### config.mk
export PLATFORM = sky130hd
export DESIGN_NAME = mem_dma
export DESIGN_NICKNAME = d
export VERILOG_FILES = /design/src/rtl/mem_dma.sv
export SDC_FILE = /design/constraint.sdc
export NUM_CORES = 1
export LEC_CHECK = 0
export BUFFER_PORTS_ARGS = -buffer_cell sky130_fd_sc_hd__buf_2
export CAP_MARGIN = 0
export CORE_ASPECT_RATIO = 1.5
export CORE_UTILIZATION = 40
export DETAILED_ROUTE_END_ITERATION = 16
export HOLD_SLACK_MARGIN = 0.05
export PLACE_DENSITY = 0.72
export SYNTH_ARGS = -nofsm -noshare
export SYNTH_HDL_FRONTEND = slang
export SYNTH_SLANG_ARGS = --single-unit
### constraint.sdc
create_clock -name clk_i -period 4.26 [get_ports clk_i]
set_input_delay 0.639 -clock clk_i [delete_from_list [all_inputs] [get_ports clk_i]]
set_output_delay 0.639 -clock clk_i [all_outputs]
set_load 0.01 [all_outputs]
### src/rtl/mem_dma.sv
// mem_dma: sequential bulk-transfer initiator for a 2**AW x DW memory.
//   Load: writes a valid/ready input word stream to consecutive addresses.
//   Dump: reads consecutive addresses and emits them on a valid/ready stream.
// Ports:
//   clk_i, rst_ni            clock; synchronous active-high reset
//   cmd_*                    command handshake (dump/load, base address, count-1)
//   in_val_i/in_rdy_o/in_data_i      load data stream (sink)
//   out_val_o/out_rdy_i/out_data_o   dump data stream (source)
//   busy_o, done_o           status: command in progress / completion pulse
//   mem_*                    master side of the memory read/write port
module mem_dma #(
    parameter int unsigned AW = 8,
    parameter int unsigned DW = 16
) (
    input  logic          clk_i,
    input  logic          rst_ni,
    input  logic          cmd_val_i,
    output logic          cmd_rdy_o,
    input  logic          cmd_dump_i,
    input  logic [AW-1:0] cmd_base_i,
    input  logic [AW-1:0] cmd_cnt_i,
    input  logic          in_val_i,
    output logic          in_rdy_o,
    input  logic [DW-1:0] in_data_i,
    output logic          out_val_o,
    input  logic          out_rdy_i,
    output logic [DW-1:0] out_data_o,
    output logic          busy_o,
    output logic          done_o,
    output logic [AW-1:0] mem_addr_o,
    output logic [DW-1:0] mem_wdata_o,
    output logic          mem_wen_o,
    output logic          mem_val_o,
    input  logic [DW-1:0] mem_rdata_i,
    input  logic          mem_rdy_i
);

    typedef enum logic [2:0] {
        S_IDLE    = 3'd0,
        S_LOAD    = 3'd1,
        S_RD_REQ  = 3'd2,
        S_RD_WAIT = 3'd3,
        S_OUT     = 3'd4,
        S_DONE    = 3'd5
    } state_e;

    state_e        state_q, state_d;
    logic [AW-1:0] ptr_q, ptr_d;
    logic [AW-1:0] cnt_q, cnt_d;
    logic [DW-1:0] buf_q, buf_d;

    // State and datapath registers
    always_ff @(posedge clk_i) begin
        if (rst_ni) begin
            state_q <= S_IDLE;
            ptr_q   <= '0;
            cnt_q   <= '0;
            buf_q   <= '0;
        end else begin
            state_q <= state_d;
            ptr_q   <= ptr_d;
            cnt_q   <= cnt_d;
            buf_q   <= buf_d;
        end
    end

    // Next-state and output decode
    always_comb begin
        state_d     = state_q;
        ptr_d       = ptr_q;
        cnt_d       = cnt_q;
        buf_d       = buf_q;
        cmd_rdy_o   = 1'b0;
        in_rdy_o    = 1'b0;
        out_val_o   = 1'b0;
        out_data_o  = buf_q;
        busy_o      = (state_q != S_IDLE);
        done_o      = 1'b0;
        mem_addr_o  = ptr_q;
        mem_wdata_o = '0;
        mem_wen_o   = 1'b0;
        mem_val_o   = 1'b0;

        case (state_q)
            S_IDLE: begin
                cmd_rdy_o = 1'b1;
                if (cmd_val_i) begin
                    ptr_d   = cmd_base_i;
                    cnt_d   = cmd_cnt_i;
                    state_d = cmd_dump_i ? S_RD_REQ : S_LOAD;
                end
            end
            S_LOAD: begin
                // Input is only ready when the memory can take the write this cycle
                in_rdy_o = mem_rdy_i;
                if (in_val_i && mem_rdy_i) begin
                    mem_val_o   = 1'b1;
                    mem_wen_o   = 1'b1;
                    mem_wdata_o = in_data_i;
                    ptr_d       = AW'(ptr_q + 1'b1);
                    if (cnt_q == '0) begin
                        state_d = S_DONE;
                    end else begin
                        cnt_d = AW'(cnt_q - 1'b1);
                    end
                end
            end
            S_RD_REQ: begin
                if (mem_rdy_i) begin
                    mem_val_o = 1'b1;
                    state_d   = S_RD_WAIT;
                end
            end
            S_RD_WAIT: begin
                // Registered read data arrives one cycle after the request
                buf_d   = mem_rdata_i;
                state_d = S_OUT;
            end
            S_OUT: begin
                out_val_o = 1'b1;
                if (out_rdy_i) begin
                    ptr_d = AW'(ptr_q + 1'b1);
                    if (cnt_q == '0) begin
                        state_d = S_DONE;
                    end else begin
                        cnt_d   = AW'(cnt_q - 1'b1);
                        state_d = S_RD_REQ;
                    end
                end
            end
            S_DONE: begin
                done_o  = 1'b1;
                state_d = S_IDLE;
            end
            default: begin
                state_d = S_IDLE;
            end
        endcase

        // Reset cycle: suppress all handshakes and memory traffic immediately
        if (rst_ni) begin
            cmd_rdy_o   = 1'b0;
            in_rdy_o    = 1'b0;
            out_val_o   = 1'b0;
            busy_o      = 1'b0;
            done_o      = 1'b0;
            mem_val_o   = 1'b0;
            mem_wen_o   = 1'b0;
            mem_wdata_o = '0;
        end
    end

endmodule

==> impl_metrics.ini, run 1 <==
[status]
status = finished clean

[critical_path]
worstSetupPathType = input pin to primary output
critPathLaunchType = input pin
critPathMaxFanout = 41
end_kind = primary output
ff2ff_path_depth = 5
cp.required_ns = 3.62
r2r_setup_slack_ns = 1.46
reg2reg_to = cnt_q[0]$_SDFFE_PP0P_
cp_data_arrival_time_ns = 2.19
reg2reg_from = state_q[2]$_SDFFE_PP0P_

[timing]
hold_ws_ns = 0.4537
period_minus_slack_ns = 2.827
finalMaxSlewViolations = 0
tightest_slew_ns = 1.007
slew_headroom_pct = 32.60
rsz0062_at_grt = no
setup_viol = 0
fin_crit_sh_pct = 66.35
fin_skew_ns = 0.002394
max_freq_ghz = 0.3538
hold_violations = 0
fin_tns_setup_ns = 0

[logic_synthesis]
synthesis.area_sq_um = 1984
synth_seq_cells = 35
syn_nets = 331
async_flop_share_pct = 0
synth_edf_count = 0
ys_types = 39
synth-main-ff-cell = dfxtp_1
yosysWarnings = 0
synth.avg_cell_area_sq_um = 7.269
seq_area_frac_synth_pct = 35.31
synthCells = 273

[hold_path]
hold-path-endpoint = out_data_o[5]$_SDFFE_PP0P_
worstHoldPathCells = 2
min_path_type = flop to flop
min_from = out_data_o[5]$_SDFFE_PP0P_

[grt]
grt_pass1_vias = 1905
grt_max_degree = 42
grt_pass1_wl_um = 8224
antenna_found_initial = 0
overflow = 0
grt_use_total_pct = 20.25

[clock_tree]
cts.path.max_buffers = 2
cts_max_level = 2
cts_setup_buffers = 0
path_clk_slew_ns = 0.07
cts_resized = 0
cts_tree = done
cts.sinks = 35
insertion_delay_ns = 0.28
cts_buffers = 5
cts_hold_buffers = 0
clockRootBuffer = clkbuf_8

[cells_and_area]
drive_above_1_share_pct = 30.28
nFillCells = 523
post-route-util_pct = 53.54
n_antenna_cell = 0
nets = 418
area_growth_pct = 29.76
seq_area_sq_um = 700.7
multi_input_area_sq_um = 1165

[power]
vdd_drop_max_v = 0.0004096
powerDensity_nw_per_um2 = 626.1
p_leak_nw = 1.232

[routing]
firstDrtPassIters = 4
ant_nets = 0
drc = 0
vias = 2220
dr.first_iter.drc_count = 64
wl_um = 5271
vias_per_cell = 5.211
wl_per_cell_um = 12.37

[die]
die_y_um = 88.27
ioPinCount = 102
start_util_pct = 41.26
num_rows = 31
fp.dieArea_sq_um = 5253
die_x_um = 59.51
coreArea_sq_um = 4810

[placement]
dp_hpwl_um = 3808
finalWeightedCongestion = 0.7857
io_buffers = 101

[flow_run]
max-cap-violations = 0
==> cells by family after synthesis <==
logic type / after synthesis / share of synthesized area, %
multiplexers: 1 / 0.5674
XOR/XNOR: 1 / 0.4414
flip-flops: 35 / 35.31
buffers and inverters: 26 / 5.990
adder cells (fa/ha/maj): 3 / 1.892
AND/OR/NAND/NOR: 127 / 31.53
AO/OA/AOI/OAI: 80 / 24.27
==> cell usage in the layout, fill, tap and decap left out <==
| master | netlist | routed |
|---|---|---|
| buf_2 | 2 | 101 |
| nand2_1 | 51 | 51 |
| a21oi_1 | 36 | 36 |
| dfxtp_1 | 35 | 35 |
| nor2_1 | 19 | 19 |
| and3_1 | 18 | 18 |
| o21ai_0 | 15 | 15 |
| a211oi_1 | 9 | 9 |
| a21o_1 | 9 | 9 |
| nor3_1 | 7 | 7 |
| nand3_1 | 6 | 6 |
| inv_1 | 5 | 5 |
| nand3b_1 | 5 | 5 |
| clkbuf_8 | 0 | 5 |
| nand2b_1 | 3 | 3 |
| nor4_1 | 3 | 3 |
| and2_1 | 3 | 3 |
| or3_1 | 3 | 3 |
| ha_1 | 3 | 3 |
| nand4_1 | 2 | 2 |
| o211ai_1 | 2 | 2 |
| a311oi_1 | 2 | 2 |
| a31oi_1 | 2 | 2 |
| nor3b_1 | 1 | 1 |
| xnor2_1 | 1 | 1 |
| and4_1 | 1 | 1 |
| or2_1 | 1 | 1 |
| o2bb2ai_1 | 1 | 1 |
| a2bb2oi_1 | 1 | 1 |
| o32ai_1 | 1 | 1 |
| nand4b_1 | 1 | 1 |
| nor3b_2 | 1 | 1 |
| o41a_1 | 1 | 1 |
| or4_1 | 1 | 1 |
| o31a_1 | 1 | 1 |
| mux2_2 | 1 | 1 |
| nor4b_1 | 1 | 1 |
| clkbuf_1 | 16 | 1 |
| bufinv_16 | 0 | 1 |
==> metrics by stage <==
stage               setup slack (ns)  area [sq um]  instances  total power [W]
floorplan                      2.078          1984        273         0.001154
global placement               1.481          2472        419         0.001319
detailed placement             1.451          2472        419         0.001329
CTS                            1.452          2575        426         0.001619
global route                   1.158          2575        426         0.001762
finish                         1.433          2575        426         0.001612
==> cell type report <==
type | count | share of cell area [%]
clock buffers | 6 | 2.818
clock inverters | 1 | 1.166
inverters | 5 | 0.7289
multi-input cells | 212 | 45.24
flip-flops and latches | 35 | 27.21
well taps | 66 | 3.207
repair buffers | 101 | 19.63
==> Yosys cell counts, types with 5 or more instances <==
library cell | count | area, sq um
dfxtp_1 | 35 | 700.7
and3_1 | 18 | 112.6
clkbuf_1 | 16 | 60.06
a21oi_1 | 36 | 180.2
nor2_1 | 19 | 71.32
nand3b_1 | 5 | 37.54
nand2_1 | 51 | 191.4
inv_1 | 5 | 18.77
nand3_1 | 6 | 30.03
a211oi_1 | 9 | 67.56
nor3_1 | 7 | 35.03
a21o_1 | 9 | 67.56
o21ai_0 | 15 | 75.07
==> critical path: stages <==
cell     delay [ns]
buf_2          0.33
nor2_1         0.17
nand2_1        0.10
nor2_1         0.56
and3_1         0.25
buf_2          0.13
==> worst max path at each step <==
stage	from	to	slack, ns	cells past startpoint
after detailed placement	rst_ni	mem_wdata_o[5]	1.45	6
final	rst_ni	mem_wdata_o[7]	1.43	6
after floorplan	rst_ni	mem_wdata_o[10]	2.08	5
after global placement	rst_ni	mem_wdata_o[7]	1.48	6
after CTS	rst_ni	mem_wdata_o[5]	1.45	6
after global routing	state_q[2]$_SDFFE_PP0P_	cnt_q[0]$_SDFFE_PP0P_	1.16	5
==> flip-flops by register name, summed over array words and instances (netlist names) <==
| signal | cells |
|---|---|
| out_data_o | 16 |
| state_q | 3 |
| mem_addr_o | 8 |
| cnt_q | 8 |
==> metal layers <==
metal,wire length [um],up-vias,part of all wire [%],track usage [%]
li1,-,1142,-,-
met5,0,-,0,0
met4,54,0,1.0,6.131
met3,297,5,5.6,4.386
met1,2171,1003,41,22.35
met2,2748,70,52,37.79
==> power by group <==
part,total (W),switching [W],internal [W]
logic,0.000791,0.000476,0.000315
clock network,0.000285,0.000114,0.000171
registers,0.000535,0.000118,0.000418
Power figures use the tool's default switching activity.
==> run 2, diff against run 1 <==
- PLACE_DENSITY: 0.72 -> 0.75
- clock period: 4.26 -> 2.33 ns (I/O delays scaled with it)
==> run 2 against run 1 <==
Net effect:
- count of clock-buffer cells in the layout unchanged
- critical endpoint unchanged
- total power increased by 85%
- highest routed layer unchanged
- largest power group unchanged
- combinational power increased by 100%
- critical path type is now flop to primary output
==> impl_metrics.ini, run 2 (synthesis gave the netlist of run 1 again) <==
[cells_and_area]
layout_commonest_cell = buf_2
mostFrequentLayoutCells = buf_2, nand2_1, a21oi_1, dfxtp_1, nor2_1
largest_reg_flops = 16
final_cell_area_sq_um = 2633
area_growth_pct = 32.66
nets = 428
drive_above_1_share_pct = 32.35
n_antenna_cell = 0

[routing]
firstDrtPassIters = 4
vias_per_cell = 5.201
wl_per_cell_um = 12.21
vias = 2273
dr.first_iter.drc_count = 82
wl_um = 5335
ant_nets = 0
drc = 0

[clock_tree]
cts.path.max_buffers = 2
cts_setup_buffers = 0
cts_tree = done
cts_resized = 0
cts_buffers = 5
cts_max_level = 2
path_clk_slew_ns = 0.07
clockRootBuffer = clkbuf_8
insertion_delay_ns = 0.28
cts_hold_buffers = 0
cts.sinks = 35

[die]
fp.dieArea_sq_um = 5253
die_y_um = 88.27
coreArea_sq_um = 4810
ioPinCount = 102
start_util_pct = 41.26
die_x_um = 59.51
num_rows = 31

[grt]
antenna_found_initial = 0
grt_use_total_pct = 19.83
grt_pass1_vias = 1897
grt_pass1_wl_um = 8079
grt_max_degree = 29
overflow = 0

[critical_path]
cp_data_arrival_time_ns = 1.74
critPathLaunchType = flop
worstSetupPathType = flop to primary output
end_kind = primary output
critPathMaxFanout = 17
cp.required_ns = 1.98

[timing]
period_minus_slack_ns = 2.092
hold_violations = 0
finalMaxSlewViolations = 0
slew_headroom_pct = 59.12
fin_tns_setup_ns = 0
rsz0062_at_grt = no
setup_viol = 0
fin_crit_sh_pct = 89.79
max_freq_ghz = 0.4780
fin_skew_ns = 0.005504
tightest_slew_ns = 0.6114

[placement]
placed_area_sq_um = 2547
finalWeightedCongestion = 0.8539
dp_hpwl_um = 3994
io_buffers = 101

[power]
p_leak_nw = 1.272
vdd_drop_max_v = 0.0007238
powerDensity_nw_per_um2 = 1135

[hold_path]
min_path_type = input pin to flop

[status]
status = finished clean

[flow_run]
max-cap-violations = 0
==> run 2: cell count changes in the layout (fill, tap and decap cells not counted) <==
cell,before,now
bufinv_16,1,0
clkinvlp_4,0,1
clkinv_2,0,1
buf_4,0,10
==> run 2: power by group <==
group	switching [W]	internal (W)	leakage, nW
Combinational	0.000931	0.000676	0.945
Sequential	0.000194	0.000764	0.286
Clock	0.000214	0.000209	0.0412
==> run 2: final cells by class <==
class | count | area, sq um
Clock buffer | 6 | 72.57
Clock inverter | 2 | 12.51
Fill cell | 494 | 2177
Inverter | 5 | 18.77
Multi-Input combinational cell | 212 | 1165
Sequential cell | 35 | 700.7
Tap cell | 66 | 82.58
Timing Repair Buffer | 111 | 580.6
==> run 2: final timing paths <==
path	endpoint	cells after the start	startpoint	slack, ns
worst min register to register	out_data_o[1]$_SDFFE_PP0P_	2	out_data_o[1]$_SDFFE_PP0P_	0.45
worst min-delay path	out_data_o[0]$_SDFFE_PP0P_	3	mem_rdata_i[0]	0.30
worst max register to register	cnt_q[1]$_SDFFE_PP0P_	6	cnt_q[4]$_SDFFE_PP0P_	0.46
worst max-delay path	mem_wdata_o[7]	7	state_q[2]$_SDFFE_PP0P_	0.24
==> run 2: stage by stage <==
stage | utilization (%) | total power [W] | instances | worst slack, ns | hold WS [ns]
after floorplan | - | 0.002109 | 273 | 0.5743 | 0.4534
after global placement | 52.97 | 0.002543 | 429 | 0.5327 | 0.4390
after detailed placement | 52.97 | 0.002566 | 429 | 0.4895 | 0.4431
after CTS | 54.73 | 0.003002 | 437 | 0.2402 | 0.2870
after global routing | 54.73 | 0.003243 | 437 | 0.08709 | 0.2884
final | 54.73 | 0.002988 | 437 | 0.2378 | 0.2975
==> run 2: worst max-delay path, cell delays in order, from the launching register on <==
cell and delay [ns]:
dfxtp_1 0.54, buf_4 0.23, nor2_1 0.05, nand2_1 0.10, nor2_1 0.05, buf_4 0.17
and3_1 0.19, buf_2 0.14
==> run 2: routing by layer <==
| layer | wire (um) | part of all wire, % | global-route usage (%) | vias to the layer above |
|---|---|---|---|---|
| met3 | 345 | 6.5 | 3.947 | 9 |
| li1 | - | - | - | 1161 |
| met2 | 2783 | 52 | 36.98 | 82 |
| met1 | 2116 | 40 | 21.54 | 1021 |
| met5 | 0 | 0 | 0 | - |
| met4 | 89 | 1.7 | 7.400 | 0 |
